--- config.mk ---
export PLATFORM = sky130hd
export DESIGN_NAME = fwd_hazard_unit
export DESIGN_NICKNAME = d
export VERILOG_FILES = /design/src/rtl/cpu_pkg.sv /design/src/rtl/fwd_select.sv /design/src/rtl/fwd_hazard_unit.sv
export SDC_FILE = /design/constraint.sdc
export NUM_CORES = 1
export LEC_CHECK = 0
export CAP_MARGIN = 0
export CORE_ASPECT_RATIO = 1.4
export CORE_UTILIZATION = 43
export DETAILED_ROUTE_END_ITERATION = 8
export PLACE_DENSITY = 0.93
export SYNTH_ARGS = -nofsm -noshare
export SYNTH_HDL_FRONTEND = slang
export SYNTH_SLANG_ARGS = --single-unit
--- constraint.sdc ---
create_clock -name clk -period 2.5 [get_ports clk]
set_input_delay 0.375 -clock clk [delete_from_list [all_inputs] [get_ports clk]]
set_output_delay 0.375 -clock clk [all_outputs]
set_load 0.02 [all_outputs]
--- src/rtl/cpu_pkg.sv ---
// cpu_pkg: shared pipeline constants for operand forwarding
package cpu_pkg;
  localparam int REG_ADDR_W = 5;
  localparam logic [1:0] FWD_REGFILE = 2'b00;
  localparam logic [1:0] FWD_WB      = 2'b01;
  localparam logic [1:0] FWD_MEM     = 2'b10;
endpackage

--- src/rtl/fwd_select.sv ---
// fwd_select: priority forwarding comparator for one EX operand
module fwd_select
  import cpu_pkg::*;
#(
  parameter int W = cpu_pkg::REG_ADDR_W
) (
  input  logic [W-1:0] rs,
  input  logic         use_rs,
  input  logic [W-1:0] ex_rd,
  input  logic         ex_we,
  input  logic [W-1:0] mem_rd,
  input  logic         mem_we,
  output logic [1:0]   sel
);
  logic ex_hit, mem_hit;
  always_comb begin
    ex_hit  = use_rs && ex_we && ex_rd != '0 && ex_rd == rs;
    mem_hit = use_rs && mem_we && mem_rd != '0 && mem_rd == rs;
    sel     = ex_hit ? FWD_MEM : mem_hit ? FWD_WB : FWD_REGFILE;
  end
endmodule

--- src/rtl/fwd_hazard_unit.sv ---
// fwd_hazard_unit: forwarding selects, load-use stall and bubble control for the 5-stage pipeline
module fwd_hazard_unit
  import cpu_pkg::*;
#(
  parameter int REG_ADDR_W = cpu_pkg::REG_ADDR_W,
  parameter int SEL_W      = 2
) (
  input  logic                  clk,
  input  logic                  rst_n,
  input  logic                  id_valid,
  input  logic [REG_ADDR_W-1:0] id_rs1,
  input  logic [REG_ADDR_W-1:0] id_rs2,
  input  logic                  id_use_rs1,
  input  logic                  id_use_rs2,
  input  logic [REG_ADDR_W-1:0] id_rd,
  input  logic                  id_reg_write,
  input  logic                  id_mem_read,
  input  logic                  flush,
  output logic                  stall,
  output logic                  ex_bubble,
  output logic [SEL_W-1:0]      fwd_a,
  output logic [SEL_W-1:0]      fwd_b,
  output logic [REG_ADDR_W-1:0] ex_rd,
  output logic [REG_ADDR_W-1:0] mem_rd,
  output logic [REG_ADDR_W-1:0] wb_rd
);
  logic ex_we, ex_mr, mem_we;
  logic [1:0] sel_a, sel_b;
  fwd_select #(.W(REG_ADDR_W)) u_sel_a (
    .rs(id_rs1), .use_rs(id_use_rs1), .ex_rd(ex_rd), .ex_we(ex_we),
    .mem_rd(mem_rd), .mem_we(mem_we), .sel(sel_a)
  );
  fwd_select #(.W(REG_ADDR_W)) u_sel_b (
    .rs(id_rs2), .use_rs(id_use_rs2), .ex_rd(ex_rd), .ex_we(ex_we),
    .mem_rd(mem_rd), .mem_we(mem_we), .sel(sel_b)
  );
  always_comb begin
    stall = id_valid && !flush && ex_mr && ex_rd != '0 &&
            ((id_use_rs1 && id_rs1 == ex_rd) || (id_use_rs2 && id_rs2 == ex_rd));
    ex_bubble = stall || flush || !id_valid;
  end
  always_ff @(posedge clk or negedge rst_n) begin
    if (!rst_n) begin
      ex_rd  <= '0;
      ex_we  <= 1'b0;
      ex_mr  <= 1'b0;
      mem_rd <= '0;
      mem_we <= 1'b0;
      wb_rd  <= '0;
      fwd_a  <= '0;
      fwd_b  <= '0;
    end else begin
      ex_rd  <= ex_bubble ? '0 : id_rd;
      ex_we  <= !ex_bubble && id_reg_write;
      ex_mr  <= !ex_bubble && id_mem_read;
      mem_rd <= ex_rd;
      mem_we <= ex_we;
      wb_rd  <= mem_rd;
      fwd_a  <= ex_bubble ? '0 : sel_a;
      fwd_b  <= ex_bubble ? '0 : sel_b;
    end
  end
endmodule

==> metrics.txt <==
# TYPE chip_impl_metric gauge
chip_impl_metric{name="wire_length_of_the_first_global_routing_pass",unit="mm"} 4.35
chip_impl_metric{name="regToRegSetupSlack",unit="ns"} 0.56
chip_impl_metric{name="grt_start_max_net_pins",unit=""} 23
chip_impl_metric{name="globalplace.congestion",unit=""} 0.866
chip_impl_metric{name="placed_cell_area",unit="µm²"} 1500
chip_impl_metric{name="io_buffer_count",unit=""} 43
chip_impl_metric{name="fp.coreArea",unit="µm²"} 2020
chip_impl_info{name="setup.worst_path.end",value="ex_bubble"} 1
chip_impl_metric{name="detail_route.first_pass.iterations",unit=""} 4
chip_impl_metric{name="cpPeakStageDelay",unit="ns"} 0.45
chip_impl_metric{name="p_sw",unit="µW"} 177
chip_impl_metric{name="clkSlewWorstSetupHoldPaths",unit="ns"} 0.12
chip_impl_info{name="worst_setup_path_startpoint",value="id_rs1[2]"} 1
chip_impl_metric{name="synth_seq_cells",unit=""} 22
chip_impl_metric{name="std_cell_rows",unit=""} 19
chip_impl_metric{name="synth.lib_cells_used.distinct",unit=""} 20
chip_impl_metric{name="fin_crit",unit="ns"} 2.41
chip_impl_info{name="synth.area.top_cells",value="sky130_fd_sc_hd__dfrtp_1, sky130_fd_sc_hd__xor2_1, sky130_fd_sc_hd__xnor2_1"} 1
chip_impl_info{name="clock_tree_from_tritoncts",value="yes"} 1
chip_impl_metric{name="flow.area_growth_from_synthesis",unit="%"} 59.9
chip_impl_metric{name="hold_violations",unit=""} 0
chip_impl_metric{name="finalClockSkew",unit="ns"} 0.00505
chip_impl_metric{name="critPathArrivalTime",unit="ns"} 2.04
chip_impl_metric{name="required_time_at_the_endpoint_of_the_critical_path",unit="ns"} 2.12
chip_impl_metric{name="timing_worst_slew_pin_value",unit="ns"} 0.392
chip_impl_info{name="run_status",value="completed"} 1
chip_impl_metric{name="flop_pwr_share",unit=""} 0.535
chip_impl_metric{name="die_boundary_height",unit="µm"} 57.8
chip_impl_metric{name="grt_pass1_vias",unit=""} 929
chip_impl_info{name="globalRoute.busiestLayer",value="met2"} 1
chip_impl_metric{name="final_cell_count_no_fill",unit=""} 162
chip_impl_info{name="r2r-end",value="fwd_b[0]"} 1
chip_impl_metric{name="yosys.area.top_type_share",unit=""} 0.575
chip_impl_metric{name="clock_power_share",unit=""} 0.274
chip_impl_metric{name="cts_hold_buf",unit=""} 0
chip_impl_info{name="dominant_cell_type_by_area_after_synthesis",value="sky130_fd_sc_hd__dfrtp_1"} 1
chip_impl_metric{name="grt_overflow_total",unit=""} 0
chip_impl_metric{name="totalWireLength",unit="mm"} 2.69
chip_impl_metric{name="power_switching_share",unit=""} 0.249
chip_impl_metric{name="grtUsageMet1",unit=""} 0.244
chip_impl_metric{name="antenna_left",unit=""} 0
chip_impl_metric{name="routed_wire_length_per_instance",unit="µm"} 16.6
chip_impl_info{name="crit_chain",value="clkdlybuf4s50_1, xor2_1, nor4_1, and3_1, o2111a_2, nand2b_1, buf_2"} 1
chip_impl_metric{name="powerDensity",unit="nW/µm²"} 463
chip_impl_metric{name="global_route.usage.total",unit=""} 0.251
chip_impl_metric{name="insertion_delay",unit="ns"} 0.31
chip_impl_metric{name="synth_warnings",unit=""} 0
chip_impl_metric{name="report.final.slew_viol_count",unit=""} 0
chip_impl_metric{name="initial_cell_density_of_the_core",unit=""} 0.474
chip_impl_metric{name="drive_gt1_frac",unit=""} 0.156
chip_impl_metric{name="max_cap_violations",unit=""} 0
chip_impl_metric{name="clockBufferDepth",unit=""} 2
chip_impl_info{name="rr_startpoint",value="ex_rd[3]"} 1
chip_impl_metric{name="cts-buffers-inserted",unit=""} 3
chip_impl_metric{name="grt_util_met3",unit=""} 0.0374
chip_impl_metric{name="mappedNetlistNets",unit=""} 105
chip_impl_metric{name="slew_headroom",unit=""} 0.735
chip_impl_info{name="critical_path_start_type",value="input port"} 1
chip_impl_metric{name="vias_per_cell",unit=""} 5.29
chip_impl_info{name="worstSetupPathType",value="in2out"} 1
chip_impl_metric{name="floorplan.die_area",unit="µm²"} 2420
chip_impl_metric{name="worst-r2r-cell-count",unit=""} 6
chip_impl_metric{name="ios",unit=""} 44
chip_impl_metric{name="global_route.usage.met2",unit=""} 0.478
chip_impl_info{name="critPathCaptureType",value="output pin"} 1
chip_impl_metric{name="fillCellCount",unit=""} 127
chip_impl_metric{name="period_share",unit=""} 0.966
chip_impl_metric{name="post-place-ws",unit="ns"} -0.380
chip_impl_metric{name="timing.final.ws_setup",unit="ns"} 0.0861
chip_impl_metric{name="drc",unit=""} 0
chip_impl_metric{name="antenna_found_initial",unit=""} 0
chip_impl_metric{name="floorplan.die.width",unit="µm"} 41.9
chip_impl_metric{name="final_area",unit="µm²"} 1530
chip_impl_metric{name="post-cts-setup-buffers",unit=""} 0
chip_impl_metric{name="placed_cells",unit=""} 158
chip_impl_metric{name="synthesis.area_per_instance",unit="µm²"} 11.7
chip_impl_metric{name="cts.sink_count",unit=""} 22
chip_impl_metric{name="via_count",unit=""} 857
chip_impl_metric{name="max_freq",unit="MHz"} 414
chip_impl_metric{name="instance_count_of_the_mapped_netlist",unit=""} 82
chip_impl_metric{name="detailedRoute.firstIterationViolations",unit=""} 12
chip_impl_info{name="cts-root-buf",value="sky130_fd_sc_hd__clkbuf_4"} 1
chip_impl_metric{name="post_synthesis_cell_area",unit="µm²"} 957
chip_impl_metric{name="power.share.combinational",unit=""} 0.190
chip_impl_metric{name="htree_num_levels",unit=""} 1
chip_impl_info{name="min_path_type",value="in2async"} 1
chip_impl_metric{name="internal_power_summed_over_all_cells",unit="µW"} 532
chip_impl_metric{name="cellLeakagePower",unit="µW"} 0.000725
chip_impl_metric{name="synth.yosys.seq_area_share",unit=""} 0.575
chip_impl_metric{name="final-setup-viol-count",unit=""} 0
chip_impl_metric{name="peakVddDrop",unit="mV"} 0.403
chip_impl_info{name="crit_path_top_delay_cell",value="sky130_fd_sc_hd__clkdlybuf4s50_1"} 1
chip_impl_metric{name="place_hpwl",unit="mm"} 2.15
chip_impl_metric{name="cp_max_fo",unit=""} 4
chip_impl_metric{name="antenna_diodes",unit=""} 0
chip_impl_info{name="unrepaired_setup_endpoints_after_global_routing",value="false"} 1
chip_impl_metric{name="layout.nets",unit=""} 165
## synthesized netlist by cell type
cell / n
sky130_fd_sc_hd__and3_1: 3
sky130_fd_sc_hd__xnor2_1: 4
sky130_fd_sc_hd__nand2_1: 8
sky130_fd_sc_hd__clkbuf_1: 1
sky130_fd_sc_hd__buf_6: 1
sky130_fd_sc_hd__nor2_1: 8
sky130_fd_sc_hd__nor4_4: 1
sky130_fd_sc_hd__nor3_1: 2
sky130_fd_sc_hd__a21oi_1: 1
sky130_fd_sc_hd__dfrtp_1: 22
sky130_fd_sc_hd__nand2b_1: 2
sky130_fd_sc_hd__o2111a_2: 1
sky130_fd_sc_hd__nor4b_1: 1
sky130_fd_sc_hd__o211ai_1: 1
sky130_fd_sc_hd__nor2b_1: 1
sky130_fd_sc_hd__nor4_1: 4
sky130_fd_sc_hd__or4_1: 1
sky130_fd_sc_hd__xor2_1: 16
sky130_fd_sc_hd__nand3_1: 3
sky130_fd_sc_hd__and2_1: 1
## cell type report
type	instances	area, µm²	share of cell area
well taps	21	26.3	0.0172
repair buffers	57	526	0.343
multi-input cells	58	392	0.256
clock buffers	4	36.3	0.0237
flip-flops and latches	22	551	0.360
## layout by cell type (no fill, tap or decap), drive strengths merged, types with 2 or more instances in the layout
master         count
dfrtp             22
and3               3
clkdlybuf4s50     41
xnor2              4
nor3               2
buf               15
xor2              16
nand2              8
nor4               5
nand3              3
nand2b             2
clkbuf             5
nor2               8
## critical path, delay by kind of cell
kind / cells / cell delay, ns
xor gates and xnor gates: 1 / 0.19
AOI/OAI and AO/OA: 1 / 0.24
buffers and inverters: 2 / 0.61
and+or+nand+nor: 3 / 0.62
## what timing repair did
| action | in CTS | in global routing |
|---|---|---|
| resized for setup | 6 | 1 |
| cloned | 0 | 0 |
| endpoints found under the setup margin | 2 | 2 |
| pin swaps | 3 | 1 |
## sequential cells by signal, indices dropped and copies added (netlist names)
| signal | cells |
|---|---|
| mem_rd | 5 |
| wb_rd | 5 |
| ex_we | 1 |
| mem_we | 1 |
| fwd_a | 2 |
| ex_rd | 5 |
| ex_mr | 1 |
| fwd_b | 2 |
## logic make-up after synthesis
group,after synthesis,synth area share
flip-flops,22,0.575
buffers and inverters,2,0.0157
AND/OR/NAND/NOR,35,0.200
XOR/XNOR,20,0.183
AO/OA/AOI/OAI,3,0.0261
## power groups by stage
stage,Clock (µW),Combinational [µW],Sequential (µW)
floorplan,0,33.5,396
global placement,0,130,385
detailed placement,0,136,387
CTS,199,136,380
global route,213,145,381
finish,195,135,380
## routing by layer
| layer | part of all wire | vias to the layer above | wire length (µm) |
|---|---|---|---|
| met5 | 0 | - | 0 |
| met1 | 0.34 | 394 | 910 |
| met2 | 0.56 | 56 | 1500 |
| met3 | 0.064 | 12 | 171 |
| li1 | - | 395 | - |
| met4 | 0.041 | 0 | 109 |
## through the flow
stage | setup TNS [ns] | hold WS [ns] | power, µW | utilization
4_1_cts | 0 | 0.407 | 715 | 0.760
3_5_place_dp | -0.675 | 0.404 | 522 | 0.744
6_report | 0 | 0.404 | 709 | 0.757
3_3_place_gp | -0.431 | 0.383 | 515 | 0.744
2_1_floorplan | 0 | 0.0794 | 429 | -
5_1_grt | 0 | 0.421 | 739 | 0.757
## worst min path at each step
stage	start	end	slack [ns]
2_1_floorplan	rst_n	ex_mr	0.08
3_3_place_gp	ex_we	mem_we	0.38
3_5_place_dp	ex_we	mem_we	0.40
4_1_cts	rst_n	wb_rd[0]	0.41
5_1_grt	rst_n	ex_rd[4]	0.42
6_report	rst_n	ex_rd[4]	0.40
(Power assumes the default switching activity.)
